--- config.mk ---
export PLATFORM = sky130hd
export DESIGN_NAME = mem_access_unit
export DESIGN_NICKNAME = d
export VERILOG_FILES = /design/src/rtl/mem_access_unit_pkg.sv /design/src/rtl/mem_lane_align.sv /design/src/rtl/mem_access_unit.sv
export SDC_FILE = /design/constraint.sdc
export NUM_CORES = 1
export LEC_CHECK = 0
export ABC_AREA = 1
export CAP_MARGIN = 10
export CORE_MARGIN = 1
export CORE_UTILIZATION = 46
export CTS_BUF_LIST = sky130_fd_sc_hd__clkbuf_16
export CTS_CLUSTER_SIZE = 16
export DETAILED_ROUTE_END_ITERATION = 8
export PLACE_DENSITY = 0.81
export SLEW_MARGIN = 20
export SYNTH_ARGS = -nofsm -noshare
export SYNTH_HDL_FRONTEND = slang
export SYNTH_HIERARCHICAL = 1
export SYNTH_SLANG_ARGS = --single-unit
--- constraint.sdc ---
create_clock -name clk_i -period 2.14 [get_ports clk_i]
set_input_delay 0.428 -clock clk_i [delete_from_list [all_inputs] [get_ports clk_i]]
set_output_delay 0.428 -clock clk_i [all_outputs]
set_load 0.005 [all_outputs]
--- src/rtl/mem_access_unit_pkg.sv ---
// Shared encodings for the MEM-stage load/store unit: access sizes, FSM states and the
// byte-address to memory-address mapping.
package mem_access_unit_pkg;

   typedef enum logic [1:0] {
      SzByte = 2'b00,
      SzHalf = 2'b01,
      SzWord = 2'b10,
      SzRsvd = 2'b11
   } size_e;

   typedef enum logic [0:0] {
      StIdle = 1'b0,
      StRmw  = 1'b1
   } state_e;

   function automatic logic [31:0] word_addr(input logic [31:0] addr, input bit word_index);
      return word_index ? {2'b00, addr[31:2]} : {addr[31:2], 2'b00};
   endfunction

endpackage

--- src/rtl/mem_lane_align.sv ---
// Byte-lane steering between a 32-bit memory word and sub-word requests: load extract/extend,
// store lane merge and alignment-fault detection.
module mem_lane_align
   import mem_access_unit_pkg::*;
#(
   parameter bit BIG_ENDIAN = 1'b1
) (
   input  size_e       size_i,
   input  logic        signed_i,
   input  logic [1:0]  offs_i,
   input  logic [31:0] wdata_i,
   input  logic [31:0] rdata_i,
   output logic [31:0] load_data_o,
   output logic [31:0] merged_o,
   output logic        misalign_o
);

   logic [1:0]  byte_lane;
   logic        half_lane;
   logic [4:0]  shamt;
   logic [31:0] mask;
   logic [15:0] lane_bits;

   always_comb begin
      byte_lane   = BIG_ENDIAN ? (2'd3 - offs_i) : offs_i;
      half_lane   = BIG_ENDIAN ? ~offs_i[1] : offs_i[1];
      shamt       = 5'd0;
      mask        = 32'hFFFF_FFFF;
      misalign_o  = 1'b0;
      unique case (size_i)
         SzByte: begin
            shamt = {byte_lane, 3'b000};
            mask  = 32'h0000_00FF;
         end
         SzHalf: begin
            shamt      = {half_lane, 4'b0000};
            mask       = 32'h0000_FFFF;
            misalign_o = offs_i[0];
         end
         SzWord: misalign_o = |offs_i;
         SzRsvd: misalign_o = 1'b1;
      endcase

      lane_bits = 16'(rdata_i >> shamt);
      unique case (size_i)
         SzByte:  load_data_o = {{24{signed_i & lane_bits[7]}}, lane_bits[7:0]};
         SzHalf:  load_data_o = {{16{signed_i & lane_bits[15]}}, lane_bits};
         default: load_data_o = rdata_i;
      endcase

      // Upper bits of the store data are dropped by the mask before shifting into the lane.
      merged_o = (rdata_i & ~(mask << shamt)) | ((wdata_i & mask) << shamt);
   end

endmodule

--- src/rtl/mem_access_unit.sv ---
// MEM-stage load/store initiator: single-cycle loads and word stores, two-cycle
// read-modify-write for byte/half stores, registered responses.
module mem_access_unit
   import mem_access_unit_pkg::*;
#(
   parameter bit WORD_INDEX = 1'b0,
   parameter bit BIG_ENDIAN = 1'b1
) (
   input  logic        clk_i,
   input  logic        rst_i,
   input  logic        req_valid_i,
   output logic        req_ready_o,
   input  logic        req_we_i,
   input  logic [1:0]  req_size_i,
   input  logic        req_signed_i,
   input  logic [31:0] req_addr_i,
   input  logic [31:0] req_wdata_i,
   output logic        rsp_valid_o,
   output logic [31:0] rsp_rdata_o,
   output logic        rsp_misalign_o,
   output logic [31:0] mem_addr_o,
   output logic        mem_write_o,
   output logic [31:0] mem_wdata_o,
   input  logic [31:0] mem_rdata_i
);

   state_e      state_q, state_d;
   logic [31:0] merged_q, merged_d;
   logic [31:0] addr_q, addr_d;
   logic        rsp_valid_q, rsp_valid_d;
   logic [31:0] rsp_rdata_q, rsp_rdata_d;
   logic        rsp_mis_q, rsp_mis_d;

   size_e       req_size;
   logic        accept;
   logic        sub_store;
   logic [31:0] req_mem_addr;
   logic [31:0] load_data;
   logic [31:0] merged;
   logic        misalign;

   assign req_size     = size_e'(req_size_i);
   assign req_mem_addr = word_addr(req_addr_i, WORD_INDEX);

   mem_lane_align #(
      .BIG_ENDIAN(BIG_ENDIAN)
   ) u_lane_align (
      .size_i     (req_size),
      .signed_i   (req_signed_i),
      .offs_i     (req_addr_i[1:0]),
      .wdata_i    (req_wdata_i),
      .rdata_i    (mem_rdata_i),
      .load_data_o(load_data),
      .merged_o   (merged),
      .misalign_o (misalign)
   );

   always_comb begin
      req_ready_o = (state_q == StIdle) && !rst_i;
      accept      = req_valid_i && req_ready_o;
      sub_store   = req_we_i && ((req_size == SzByte) || (req_size == SzHalf));

      state_d     = StIdle;
      merged_d    = merged_q;
      addr_d      = addr_q;
      rsp_valid_d = 1'b0;
      rsp_rdata_d = 32'd0;
      rsp_mis_d   = 1'b0;

      if (state_q == StRmw) begin
         rsp_valid_d = 1'b1;
      end else if (accept) begin
         if (misalign) begin
            rsp_valid_d = 1'b1;
            rsp_mis_d   = 1'b1;
         end else if (sub_store) begin
            state_d  = StRmw;
            merged_d = merged;
            addr_d   = req_mem_addr;
         end else begin
            rsp_valid_d = 1'b1;
            rsp_rdata_d = req_we_i ? 32'd0 : load_data;
         end
      end

      // In RMW the write depends only on state, so req_valid cannot reach mem_write.
      mem_addr_o  = (state_q == StRmw) ? addr_q : req_mem_addr;
      mem_wdata_o = (state_q == StRmw) ? merged_q : req_wdata_i;
      mem_write_o = !rst_i && ((state_q == StRmw) ||
                               (accept && req_we_i && (req_size == SzWord) && !misalign));
   end

   always_ff @(posedge clk_i) begin
      if (rst_i) begin
         state_q     <= StIdle;
         merged_q    <= 32'd0;
         addr_q      <= 32'd0;
         rsp_valid_q <= 1'b0;
         rsp_rdata_q <= 32'd0;
         rsp_mis_q   <= 1'b0;
      end else begin
         state_q     <= state_d;
         merged_q    <= merged_d;
         addr_q      <= addr_d;
         rsp_valid_q <= rsp_valid_d;
         rsp_rdata_q <= rsp_rdata_d;
         rsp_mis_q   <= rsp_mis_d;
      end
   end

   assign rsp_valid_o    = rsp_valid_q;
   assign rsp_rdata_o    = rsp_rdata_q;
   assign rsp_misalign_o = rsp_mis_q;

endmodule

# Word level (Yosys, flattened, before mapping)
# Index checks and enable logic that the tools add are counted.
# W data, S select, Z words.
dict set report word_totals {
  ff_bits 97
  inputBits 103
  out_inout_bits 100
  elab_cells 52
}
dict set report classes {
  addsub 1
  eq_ne 3
  n_shift 3
  muxes 12
  bitwise_logic 10
  n_reduce_logical 17
}
# operator count
set op_table {}
lappend op_table {{$pmux W32 S2} 2}
lappend op_table {{$and A32 B32 Y32} 2}
lappend op_table {{$mux W32} 2}
lappend op_table {{$shl A32 B5 Y32} 2}
lappend op_table {{$not A32 Y32} 1}
lappend op_table {{$or A32 B32 Y32} 1}
lappend op_table {{$shr A32 B5 Y16} 1}
lappend op_table {{$pmux W5 S2} 1}
lappend op_table {{$logic_and A1 B1 Y1} 7}
lappend op_table {{$mux W1} 6}
lappend op_table {{$reduce_or A6 Y1} 1}
lappend op_table {{$eq A2 B2 Y1 const B} 2}
lappend op_table {{$not A1 Y1} 4}
lappend op_table {{$reduce_and A4 Y1} 1}
lappend op_table {{$reduce_or A4 Y1} 1}
lappend op_table {{$pmux W1 S3} 1}
lappend op_table {{$reduce_or A3 Y1} 1}
lappend op_table {{$and A1 B1 Y1} 2}
lappend op_table {{$eq A2 B1 Y1 const B} 1}
lappend op_table {{$logic_not A1 Y1} 2}
lappend op_table {{$logic_not A2 Y1} 1}
lappend op_table {{$logic_or A1 B1 Y1} 2}
lappend op_table {{$reduce_or A2 Y1} 1}
lappend op_table {{$sub A2 B2 Y2 const A} 1}

# Longest topological paths before layout
dict set report depth {
  depth_word 8
  mapped_depth 12
  mapped_depth_nobuf 11
}

# Hierarchy
# The synthesis kept the hierarchy.
# module instances cells_per_inst area_per_inst_um2 seq_area_each_um2
set by_module_without_submodules {}
lappend by_module_without_submodules {mem_access_unit 1 692 4420.5 1941.9}
lappend by_module_without_submodules {mem_lane_align 1 309 1495.2 0.0}

# Least setup slack after synthesis
# OpenSTA, ideal clock, no wires.
dict set report synth_timing {
  path_type {input-to-output}
  startpoint {input req_size_i[1]}
  endpoint {output mem_write_o}
  arrival_time_ns 1.365
  required_ns 1.712
  setup_slack_ns 0.347
  path_stages 9
  n_path_buf 2
  path_cell_list {buf_6 nor2_8 buf_2 a21oi_1 inv_1 nand3_1 nor2_1 nor2_1 nor2_1}
}
dict set report synth_via {
  elab_chain_len 6
  word_cells_on_any_way 9
  classes_between {3 x eq/ne; 1 x mux; 5 x reduce/logical}
}
# item line_no
set synth_lines {}
lappend synth_lines {{from (decl)} mem_access_unit.sv:14} ;# input logic [1:0] req_size_i,
lappend synth_lines {{$eq A2 B2 Y1 or $eq A2 B1 Y1 (tied branches)} mem_lane_align.sv:30} ;# unique case (size_i)
lappend synth_lines {{$pmux W1 S3 (*)} mem_lane_align.sv:30}
lappend synth_lines {{named net misalign} mem_access_unit.sv:40} ;# logic misalign;
lappend synth_lines {{$logic_not A1 Y1 (*)} mem_access_unit.sv:90} ;# (accept && req_we_i && (req_size == SzWord) && !misalign));
lappend synth_lines {{$logic_and A1 B1 Y1 (*)} mem_access_unit.sv:90}
lappend synth_lines {{$logic_or A1 B1 Y1 (*)} mem_access_unit.sv:89} ;# mem_write_o = !rst_i && ((state_q == StRmw) ||
lappend synth_lines {{$logic_and A1 B1 Y1 (*)} mem_access_unit.sv:89}
lappend synth_lines {{to (decl)} mem_access_unit.sv:22} ;# output logic mem_write_o,
# The timed path passes the listed nets; every way through them passes the cells marked *.

# Final worst setup path
dict set report layout_timing {
  startpoint {register state_q}
  endpoint {output mem_wdata_o[10]}
}
dict set report layout_via {
  elab_chain_len 1
}
# item line_no
set layout_lines {}
lappend layout_lines {{from (decl)} mem_access_unit.sv:27} ;# state_e state_q, state_d;
lappend layout_lines {{from (signal assigned)} mem_access_unit.sv:95} ;# state_q <= StIdle;
lappend layout_lines {{from (signal assigned)} mem_access_unit.sv:102} ;# state_q <= state_d;
lappend layout_lines {{$mux W32} mem_access_unit.sv:88} ;# mem_wdata_o = (state_q == StRmw) ? merged_q : req_wdata_i;
lappend layout_lines {{to (decl)} mem_access_unit.sv:23} ;# output logic [31:0] mem_wdata_o,
# No other way between the ends.

==> impl_metrics.toml <==
[sta]
fin_crit_sh_pct = 98.7
skew_ps = 8.84
rsz0062_at_grt = "true"
tightestPinTransition_ps = 553
hold_viol = 0
worst_slew_margin_rel_pct = 63.1
max_freq_mhz = 473
finalSetupViolCount = 0
period_needed_ps = 2110
slew_violations = 0
fin_ws_ps = 27.4

[yosys]
synth.avg_cell_area_um2 = 5.91
synth_top_area_share_pct = 32.8
synth_area_mm2 = 0.00592
synth_cell_types = 26
yosysSeqAreaShare_pct = 32.8
synth.largest_area_cell = "dfxtp_1"
yosys_warnings = 6
synth_seq_cells = 97
synth_commonest_cells = "nand2_1 (324), nor2_1 (164), inv_1 (125)"
async_reset_ff_share_pct = 0
synth.most_common_cell = "nand2_1"
ys.flop_type = "dfxtp_1"
synth_area_leaders = "dfxtp_1 (33%), nand2_1 (21%), nand3_1 (10%)"
synth-edff-count = 0
netlist_instances = 1001

[cts]
ctsLongestPathBuffers = 2
cts_num_sinks = 97
cts_tree = "done"
cts_root_buffer = "clkbuf_16"
clk_pin_slew_ps = 70
h-tree-depth = 3
worstSkewPairLatency_ps = 360
cts_buffers = 9

[floorplan]
fp-row-count = 41
start_util_pct = 47.1
die_x_um = 115
die_y_um = 115
fp.dieArea_mm2 = 0.0133
boundaryPins = 203
fp.coreArea_mm2 = 0.0126

[placed_design]
dp_hpwl_um = 14600
portBuffers = 200
routabilityCongestion = 0.914
dpl-instance-area_mm2 = 0.00843
dp_slack_ps = -528

[routing]
num_vias = 7033
drt_iter0_markers = 534
post_drt_wl_per_cell_um = 14.4
totalWireLength_um = 20100
vias_per_cell = 5.05
drcViolationCount = 0
dr.pass1.iters = 5
antenna_left = 0

[worst_setup_path]
crit_fanout = 33
cp-startpoint = "state_q"
path_class = "reg -> out"
required_ps = 1710
cp-start-kind = "register"
worstSetupEndpointType = "primary output"
cp.arrival_ps = 1680
reg2reg_from = "state_q"

[layout]
fill_cells = 1101
drive_above_1_share_pct = 9.59
synthToLayoutAreaGrowth_pct = 49.0
antennaDiodeCount = 0
num-nets-final = 1319
finalInstanceArea_mm2 = 0.00882

[grt]
grt-ovfl-total = 0
grt_pass1_wl_um = 31100
grt_max_degree = 51
gr-usage-all-layers_pct = 30.1
first_global_vias = 6387
grt_antenna_before_repair = 0

[pwr]
powerDensity_mw_per_mm2 = 529
ir_worst_vdd_v = 0.000384
leakage_nw = 4.30

[worst_hold_path]
hold_path.startpoint = "merged_q[12]"
hold_class = "reg -> reg"

[flow_run]
maxCapViolations = 0

[run_status]
status = "completed"
-- where the power goes --
| part | internal, mW | switching [mW] |
|---|---|---|
| combinational | 0.567 | 0.564 |
| clock | 0.919 | 0.751 |
| sequential | 1.84 | 0.0175 |
-- flip-flops by register name, summed over array words and instances, names as in the netlist --
register / flops
merged_q: 32
rsp_rdata_o: 32
addr_q: 30
rsp_misalign_o: 1
rsp_valid_o: 1
state_q: 1
-- layout make-up --
cell class | instances | area, um^2 | area share [%]
timing repair buffer | 266 | 2720 | 30.9
inverter | 128 | 480 | 5.45
multi-input combinational | 714 | 3150 | 35.8
tap | 172 | 215 | 2.44
sequential | 97 | 1950 | 22.1
clock inverter | 6 | 75.1 | 0.852
clock buffer | 9 | 225 | 2.55
-- cells in the final DEF, fill, tap and decap left out, types with 2 or more instances in the layout --
master,n
buf_2,2
clkbuf_16,10
nor2_1,163
dfxtp_1,96
nor2_2,2
nand3_1,123
nor2_8,2
nand3_2,15
o22ai_1,4
inv_2,5
buf_6,2
inv_6,2
clkdlybuf4s50_1,185
dlymetal6s2s_1,8
nand4_1,3
o21ai_0,46
conb_1,2
nor2_4,2
inv_1,123
dlygate4sd2_1,5
o211ai_1,4
buf_4,47
nand2_1,323
buf_12,15
a21oi_1,7
nand2_4,2
o21ai_1,9
-- repair_timing --
action,CTS,global route
setup endpoints to repair,42,57
pin swaps,3,3
buffers inserted,1,1
cloned,0,1
gates resized for setup,18,20
hold buffers,0,0
-- layer usage --
| metal | up-vias | global-route usage [%] | wire [um] |
|---|---|---|---|
| li1 | 3486 | - | - |
| met1 | 3187 | 38.1 | 8530 |
| met2 | 320 | 50.0 | 9420 |
| met3 | 40 | 4.85 | 1530 |
| met4 | 0 | 14.5 | 585 |
| met5 | - | 0 | 0 |
-- worst paths after layout --
path,to,slack (ps),cells past startpoint
setup / recovery,mem_wdata_o[10],30,5
hold / removal,merged_q[12],480,2
setup reg to reg,addr_q[10],550,9
hold reg to reg,merged_q[12],480,2
-- per-stage QoR --
| stage | power [mW] | std cells | TNS [ps] | hold WS, ps | util [%] |
|---|---|---|---|---|---|
| final | 4.66 | 1392 | 0 | 484 | 70.1 |
| after global routing | 4.86 | 1392 | -216 | 499 | 70.1 |
| after CTS | 4.66 | 1390 | 0 | 486 | 69.8 |
| after detailed placement | 3.01 | 1374 | -11710 | 472 | 67.1 |
| after global placement | 3.00 | 1374 | -9640 | 462 | 67.1 |
| after floorplan | 2.40 | 1002 | 0 | 454 | - |
-- worst max-delay path, stage by stage, from the launching register on --
cell             delay (ps)
dfxtp_4                 390
inv_2                    70
buf_12                  190
nand2_1                  90
nand2_1                  80
clkdlybuf4s50_1         500
-- cell families after synthesis --
logic type	synth area share, %
compound gates	6.49
buf+inv	14.4
flops	32.8
other cells	0.0634
simple gates	46.3
No activity file was read; power rests on OpenSTA's default activity.
